===== config.mk =====
export PLATFORM = sky130hd
export DESIGN_NAME = rr_arbiter4
export DESIGN_NICKNAME = d
export VERILOG_FILES = /design/src/rtl/rr_arbiter4_pkg.sv /design/src/rtl/rr_arbiter4_pick.sv /design/src/rtl/rr_arbiter4.sv
export SDC_FILE = /design/constraint.sdc
export NUM_CORES = 1
export LEC_CHECK = 0
export BUFFER_PORTS_ARGS = -buffer_cell sky130_fd_sc_hd__buf_2
export CAP_MARGIN = 5
export CORE_ASPECT_RATIO = 1.2
export CORE_MARGIN = 2
export CORE_UTILIZATION = 30
export CTS_CLUSTER_SIZE = 28
export DETAILED_ROUTE_END_ITERATION = 10
export PLACE_DENSITY = 0.6
export SYNTH_ARGS = -nofsm -noshare
export SYNTH_HDL_FRONTEND = slang
export SYNTH_SLANG_ARGS = --single-unit

===== constraint.sdc =====
create_clock -name clock -period 3.8 [get_ports clock]
set_clock_uncertainty 0.15 [all_clocks]
set_input_delay 0.76 -clock clock [delete_from_list [all_inputs] [get_ports clock]]
set_output_delay 0.76 -clock clock [all_outputs]
set_load 0.02 [all_outputs]

===== src/rtl/rr_arbiter4_pkg.sv =====
// Shared types and constants for the four-agent round-robin arbiter.
// The arbiter top and the rotating picker both import this package.
package arb_pkg;

  localparam int NUM_REQ = 4;

  // Reset leaves the pointer on agent 3, so agent 0 is first in line afterwards.
  localparam logic [1:0] LAST_RST = 2'd3;

  typedef enum logic [0:0] {
    IDLE = 1'b0,
    HOLD = 1'b1
  } arb_state_t;

endpackage


===== src/rtl/rr_arbiter4_pick.sv =====
// Combinational rotating-priority picker: searches last+1, last+2, last+3, last
// and reports the first requesting agent as an index and as a one-hot vector.
module rr_pick
  import arb_pkg::*;
(
  input  logic [NUM_REQ-1:0] req,
  input  logic [1:0]         last,
  output logic               found,
  output logic [1:0]         pick,
  output logic [NUM_REQ-1:0] pick_oh
);

  logic [NUM_REQ-1:0] rot_req;
  logic [1:0]         offset;

  // rot_req[0] is the agent just after the pointer, rot_req[3] is the pointer itself.
  genvar gi;
  generate
    for (gi = 0; gi < NUM_REQ; gi++) begin : g_rot
      localparam logic [1:0] STEP = 2'(gi + 1);
      assign rot_req[gi] = req[last + STEP];
    end
  endgenerate

  always_comb begin
    offset = 2'd0;
    for (int i = NUM_REQ - 1; i >= 0; i--) begin
      if (rot_req[i]) begin
        offset = 2'(i);
      end
    end
  end

  assign found = |req;
  assign pick  = last + offset + 2'd1;

  generate
    for (gi = 0; gi < NUM_REQ; gi++) begin : g_oh
      assign pick_oh[gi] = found && (pick == 2'(gi));
    end
  endgenerate

endmodule


===== src/rtl/rr_arbiter4.sv =====
// Four-agent round-robin arbiter with hold-until-release grants.
// Define RR_ARBITER4_TIMEOUT_EN to force release after MAX_TENURE grant cycles.
module rr_arbiter4
  import arb_pkg::*;
#(
  parameter int MAX_TENURE = 16
) (
  input  logic               clock,
  input  logic               reset,
  input  logic [NUM_REQ-1:0] req,
  output logic [NUM_REQ-1:0] gnt,
  output logic [1:0]         gnt_id,
  output logic               busy,
  output logic               timeout
);

  generate
    if (MAX_TENURE < 2 || MAX_TENURE > 256) begin : g_bad_tenure
      $error("rr_arbiter4: MAX_TENURE must lie in 2..256");
    end
  endgenerate

  arb_state_t         state_reg, state_next;
  logic [1:0]         last_reg, last_next;
  logic [NUM_REQ-1:0] gnt_reg, gnt_next;
  logic [1:0]         gnt_id_reg, gnt_id_next;
  logic               busy_reg;
  logic               owner_req;
  logic               expire;

  logic               pick_found;
  logic [1:0]         pick_idx;
  logic [NUM_REQ-1:0] pick_oh;

  rr_pick u_pick (
    .req     (req),
    .last    (last_reg),
    .found   (pick_found),
    .pick    (pick_idx),
    .pick_oh (pick_oh)
  );

  // gnt_id_reg always names the owner while in HOLD.
  assign owner_req = req[gnt_id_reg];

`ifdef RR_ARBITER4_TIMEOUT_EN
  localparam int               CNT_W    = $clog2(MAX_TENURE);
  localparam logic [CNT_W-1:0] CNT_LAST = CNT_W'(MAX_TENURE - 1);

  logic [CNT_W-1:0] cnt_reg, cnt_next;
  logic             timeout_reg;

  // A simultaneous release wins over expiry, so expiry needs the request still up.
  assign expire = (state_reg == HOLD) && owner_req && (cnt_reg == CNT_LAST);

  always_comb begin
    cnt_next = cnt_reg;
    if (state_reg == IDLE) begin
      if (pick_found) begin
        cnt_next = '0;
      end
    end else if (owner_req && (cnt_reg != CNT_LAST)) begin
      cnt_next = cnt_reg + 1'b1;
    end
  end

  always_ff @(posedge clock) begin
    if (reset) begin
      cnt_reg     <= '0;
      timeout_reg <= 1'b0;
    end else begin
      cnt_reg     <= cnt_next;
      timeout_reg <= expire;
    end
  end

  assign timeout = timeout_reg;
`else
  assign expire  = 1'b0;
  assign timeout = 1'b0;
`endif

  always_comb begin
    state_next  = state_reg;
    last_next   = last_reg;
    gnt_next    = gnt_reg;
    gnt_id_next = gnt_id_reg;
    case (state_reg)
      IDLE: begin
        if (pick_found) begin
          state_next  = HOLD;
          last_next   = pick_idx;
          gnt_next    = pick_oh;
          gnt_id_next = pick_idx;
        end
      end
      HOLD: begin
        // Leaving HOLD always passes through IDLE, so transfers never go back-to-back.
        if (!owner_req || expire) begin
          state_next  = IDLE;
          gnt_next    = '0;
          gnt_id_next = 2'd0;
        end
      end
      default: begin
        state_next  = IDLE;
        gnt_next    = '0;
        gnt_id_next = 2'd0;
      end
    endcase
  end

  always_ff @(posedge clock) begin
    if (reset) begin
      state_reg  <= IDLE;
      last_reg   <= LAST_RST;
      gnt_reg    <= '0;
      gnt_id_reg <= 2'd0;
      busy_reg   <= 1'b0;
    end else begin
      state_reg  <= state_next;
      last_reg   <= last_next;
      gnt_reg    <= gnt_next;
      gnt_id_reg <= gnt_id_next;
      busy_reg   <= |gnt_next;
    end
  end

  assign gnt    = gnt_reg;
  assign gnt_id = gnt_id_reg;
  assign busy   = busy_reg;

endmodule

==> impl_results.md, run 1 <==
- Total GRT Usage: 11.7%
- Worst hold path type: reg2reg
- Placement row count: 19
- Final wirelength: 1.33 mm
- Die area: around 2700 sq um
- Status: finished clean
- Cell count after synthesis: 80
- F_max: ~380 MHz
- DRC violations left: 0
- Global route total overflow: 0
- Final WS setup: 1.15 ns
- Initial antenna violation count: 0
- Routability Congestion: 0.745
- Pin count of the biggest net entering global routing: 11
- Final min period: roughly 2.7 ns
- Yosys cell types: 38
- I/O pins: 14
- Worst-path clk slew: 0.06 ns
- # clock sinks: 10
- CTS root buf: clkbuf_4
- Buffers added on ports: 12
- Final antenna-violating net count: 0
- Number of hold buffers added after CTS: 0
- # H-tree levels: 1
- Leakage Power: approximately 0.33 nW
- Slew Viols, Final: 0
- Crit path max fanout: 7
- Avg Cell Area, Syn: 8.71 sq um
- Worst skew pair latency: between 0.2 and 0.3 ns
- Max_cap viols: 0
- Setup CP Type: in2reg
- Maximum clock insertion buffer count: 2
- Total Neg Setup Slack: 0 ns
- Fraction of layout cells with a size suffix above 1: 30.3%
- FF-to-FF path depth: 9
- # setup viols final: 0
- FF+latch count, synth: 10
- Syn. warnings: 0
- Max reg flops: 4
- Worst Setup End Kind: flip-flop
- Most frequent cells in the layout: 12 x nor2_1, 12 x buf_2, 10 x dfxtp_1, 7 x nand2_1
- Worst vdd ir: 0.221 mV
- Hold path depth: 2
- ANT cells: 0
- Initial core utilization: ~30%
- Worst Setup Start Kind: input pin
- First-pass GRT wire length: 2.30 mm
- Seq/Total Area, Yosys: 28.7%
- CTS tree: done
- Cell Area, Synth: 697 sq um
- Wire per inst: roughly 11 um
- Via Count: 616
- Area delta synth->final: 10.8%
- Power Total: 0.460 mW
- CTS resizes: 0
- Core area: 2260 sq um
- Fin Hold WS: 0.336 ns
- TritonCTS buffer count: 3
- Vias in the first global route: 574
- DRT Pass-1 Iters: 4
- Final Hold Fails: 0
- Setup WS pre-CTS: 0.861 ns
- Die Ht: approximately 57 um
- Power Density: 597 nW/um^2
- Syn_nets: between 80 and 90
- 1st-iter DRT viols: 5
- Nets: 98
- Post-CTS setup buffers: 0
- RSZ-0062 raised after global routing: false
- DPL Wire Length: ~1.1 mm
- Worst path required time: 3.78 ns
- Die Wd: 48 um
- Fraction of the cycle the final worst path needs: a little over two thirds
- CP Data Arrival Time: 2.63 ns
- Vias per cell: 5.13
-- Yosys cell counts --
cell | count | area share (%)
nor2_1 | 12 | 6.5
dfxtp_1 | 10 | 29
nand2_1 | 7 | 3.8
inv_1 | 4 | 2.2
mux2i_1 | 4 | 5.7
a21oi_1 | 3 | 2.2
nor3_1 | 3 | 2.2
a211oi_1 | 2 | 2.2
a211oi_2 | 2 | 3.6
a31oi_1 | 2 | 1.8
buf_4 | 2 | 2.2
buf_6 | 2 | 3.2
o41ai_1 | 2 | 2.5
a211o_2 | 1 | 1.4
a21o_1 | 1 | 1.1
a22o_1 | 1 | 1.3
a22o_2 | 1 | 1.4
a311oi_1 | 1 | 1.3
a32o_1 | 1 | 1.4
a32oi_1 | 1 | 1.3
and4_4 | 1 | 1.6
buf_2 | 1 | 0.72
clkbuf_1 | 1 | 0.54
conb_1 | 1 | 0.54
ha_1 | 1 | 1.8
inv_2 | 1 | 0.54
mux2_2 | 1 | 1.6
nand2b_1 | 1 | 0.90
nand3_1 | 1 | 0.72
nand4_1 | 1 | 0.90
nor4_1 | 1 | 0.90
nor4b_4 | 1 | 3.4
o21ai_0 | 1 | 0.72
o32ai_2 | 1 | 2.3
o32ai_4 | 1 | 4.0
or2_1 | 1 | 0.90
or2_2 | 1 | 0.90
or2_4 | 1 | 1.3
-- area by class of cell --
cell class | count | area [sq um]
flip-flops and latches | 10 | 200
well taps | 31 | 38.8
fillers | 251 | 1490
repair buffers | 12 | 60.1
multi-input cells | 59 | 432
inverters | 5 | 18.8
clock buffers | 3 | 22.5
-- metal layers --
| layer | GRT usage [%] | routed length, um | vias up |
|---|---|---|---|
| met1 | 14.0 | 576 | 290 |
| met3 | 2.89 | 24 | 5 |
| met2 | 17.9 | 682 | 9 |
| li1 | - | - | 312 |
| met5 | 0 | 0 | - |
| met4 | 7.34 | 42 | 0 |
-- critical path, stage by stage --
cell	delay, ns
buf_2	0.14
inv_1	0.12
nor3_1	0.06
a311oi_1	0.25
a31oi_1	0.06
a211oi_1	0.19
ha_1	0.24
inv_1	0.09
and4_4	0.19
nor4b_4	0.36
o21ai_0	0.16
-- where the power goes --
part | internal (mW) | switching (mW)
registers | 0.135 | 0.0351
logic | 0.0974 | 0.124
clock network | 0.0364 | 0.0330
-- through the flow --
step                instance area [sq um]  utilization [%]  instances
floorplan                             697                -         80
global placement                      749             33.2        117
detailed placement                    749             33.2        117
CTS                                   772             34.2        120
global route                          772             34.2        120
finish                                772             34.2        120
-- final timing paths --
kind / from / end / slack, ns
worst min-delay path: gnt[1] / gnt[1] / 0.34
worst min register to register: gnt[1] / gnt[1] / 0.34
worst max-delay path: req[2] / gnt[0] / 1.15
worst max register to register: last_reg[0] / gnt[0] / 1.37
-- kinds of logic (layout without fill, tap and decap cells) --
group / after synthesis / in the layout / share of synthesized area (%)
multiplexers: 5 / 5 / 7.36
buffers and inverters: 11 / 20 / 9.33
AO/OA/AOI/OAI: 21 / 21 / 28.4
adder cells (fa/ha/maj): 1 / 1 / 1.80
AND/OR/NAND/NOR: 31 / 31 / 23.9
flip-flops: 10 / 10 / 28.7
other: 1 / 1 / 0.538
(Power assumes the default switching activity.)
==> run 2: changes to the inputs <==
- clock period: 3.8 -> 2.6 ns (I/O delays scaled with it)
==> run 2 against run 1 <==
Net effect: die area is the same; setup slack lost 0.92 ns; highest routed layer unchanged; critical endpoint is now gnt[1]; non-clock buffer count grew 9; global-route usage grew 0.91 points; clock power grew 100%.
==> impl_results.md, run 2 (synthesis results as in run 1) <==
- Die area: 2730 sq um (unchanged)
- DRT Pass-1 Iters: 4 (unchanged)
- Setup CP Type: in2reg
- FF-to-FF path depth: 8 (-1)
- Fin Hold WS: 0.342 ns (+0.00609 ns)
- CTS tree: done
- Worst path required time: 2.61 ns (-1.17 ns)
- Crit path max fanout: 5 (-2)
- Final non-filler cell area: 853 sq um (+11%)
- CTS resizes: 0 (unchanged)
- Post-placement cell area: 817 sq um (+9.0%)
- Leakage Power: 0.379 nW (+15%)
- DRC violations left: 0 (unchanged)
- Pin count of the biggest net entering global routing: 11 (unchanged)
- Worst vdd ir: 0.300 mV (+36%)
- Fillcell total: 238 (-5.2%)
- Placement row count: 19 (unchanged)
- DPL Wire Length: 1.22 mm (+14%)
- Maximum clock insertion buffer count: 2 (unchanged)
- Worst skew pair latency: 0.27 ns (about the same)
- CTS root buf: clkbuf_4
- Final min period: between 2 and 2.5 ns
- 1st-iter DRT viols: 17 (+12)
- Core area: 2260 sq um (unchanged)
- Final wirelength: 1.54 mm (+16%)
- I/O pins: 14 (unchanged)
- Die Ht: 56.8 um (unchanged)
- Worst Setup End Kind: flip-flop
- Wire per inst: 11.8 um (+6.9%)
- Status: finished clean
- # setup viols final: 0 (unchanged)
- Nets: 107 (+9.2%)
- Worst hold path type: reg2reg
- Worst-path clk slew: 0.07 ns (about the same)
- Fraction of the cycle the final worst path needs: around nine tenths
- Power Total: 0.739 mW (+60%)
- TritonCTS buffer count: 3 (unchanged)
- ANT cells: 0 (unchanged)
- Worst Setup Start Kind: input pin
- Final Hold Fails: 0 (unchanged)
- Post-CTS setup buffers: 0 (unchanged)
- Fraction of layout cells with a size suffix above 1: 37.4% (+7.0 points)
- # clock sinks: 10 (unchanged)
- Power Density: 866 nW/um^2 (+45%)
- Total GRT Usage: 12.7% (+0.91 points)
- Via Count: 663 (+7.6%)
- Max_cap viols: 0 (unchanged)
- Vias in the first global route: 596 (+3.8%)
- F_max: 421 MHz
- Buffers added on ports: 12 (unchanged)
- Global route total overflow: 0 (unchanged)
- Routability Congestion: 0.834 (+12%)
- CP Data Arrival Time: 2.38 ns (-0.25 ns)
- Number of hold buffers added after CTS: 0 (unchanged)
- RSZ-0062 raised after global routing: false
- # H-tree levels: 1 (unchanged)
- Max reg flops: 4 (unchanged)
- Initial antenna violation count: 0 (unchanged)
- Most frequent cells in the layout: 12 x nor2_1, 12 x buf_2, 10 x dfxtp_1, 9 x buf_4, 7 x nand2_1
- Vias per cell: 5.10 (-0.65%)
- Final antenna-violating net count: 0 (unchanged)
- Die Wd: 48 um (unchanged)
- First-pass GRT wire length: 2.57 mm (+12%)
- Hold path depth: 2 (unchanged)
- Area delta synth->final: 22.4%
- Slew Viols, Final: 0 (unchanged)
- Initial core utilization: 30.9% (unchanged)
[run 2: where the power goes]
group          leakage (nW)  switching, mW  internal [mW]
combinational         0.275          0.194          0.158
clock                0.0210         0.0572         0.0852
sequential           0.0827         0.0472          0.197
[run 2: cell type report]
class | count | area, sq um | area share (%)
multi-input cells | 59 | 432 | 50.6
flip-flops and latches | 10 | 200 | 23.5
repair buffers | 21 | 128 | 15.0
well taps | 31 | 38.8 | 4.55
clock buffers | 4 | 36.3 | 4.25
inverters | 5 | 18.8 | 2.20
[run 2: path summary, 6_finish.rpt]
| kind | startpoint | endpoint | slack, ns |
|---|---|---|---|
| worst max-delay path | req[3] | gnt[1] | 0.22 |
| worst max register to register | last_reg[0] | gnt[1] | 0.23 |
| worst min register to register | gnt[0] | gnt[0] | 0.34 |
| worst min-delay path | gnt[0] | gnt[0] | 0.34 |
[run 2: critical path: stages]
cell and delay (ns):
buf_2 0.12, or2_1 0.22, or2_2 0.27, a31oi_1 0.18, a211oi_1 0.07, ha_1 0.23, a211oi_1 0.37, nor4b_4 0.11
o41ai_1 0.29
[run 2: layer usage]
| metal | wire (um) | global-route usage (%) |
|---|---|---|
| met2 | 790 | 20.0 |
| met1 | 665 | 16.1 |
| met3 | 41 | 1.93 |
| met4 | 38 | 5.79 |
| met5 | 0 | 0 |
[run 2: per-stage QoR]
stage / util, % / worst slack [ns] / setup TNS (ns) / std cells
after floorplan: - / 0.106 / 0 / 80
after global placement: 36.2 / -0.0279 / -0.0567 / 126
after detailed placement: 36.2 / -0.0771 / -0.163 / 126
after CTS: 37.8 / 0.208 / 0 / 130
after global routing: 37.8 / 0.0546 / 0 / 130
final: 37.8 / 0.224 / 0 / 130
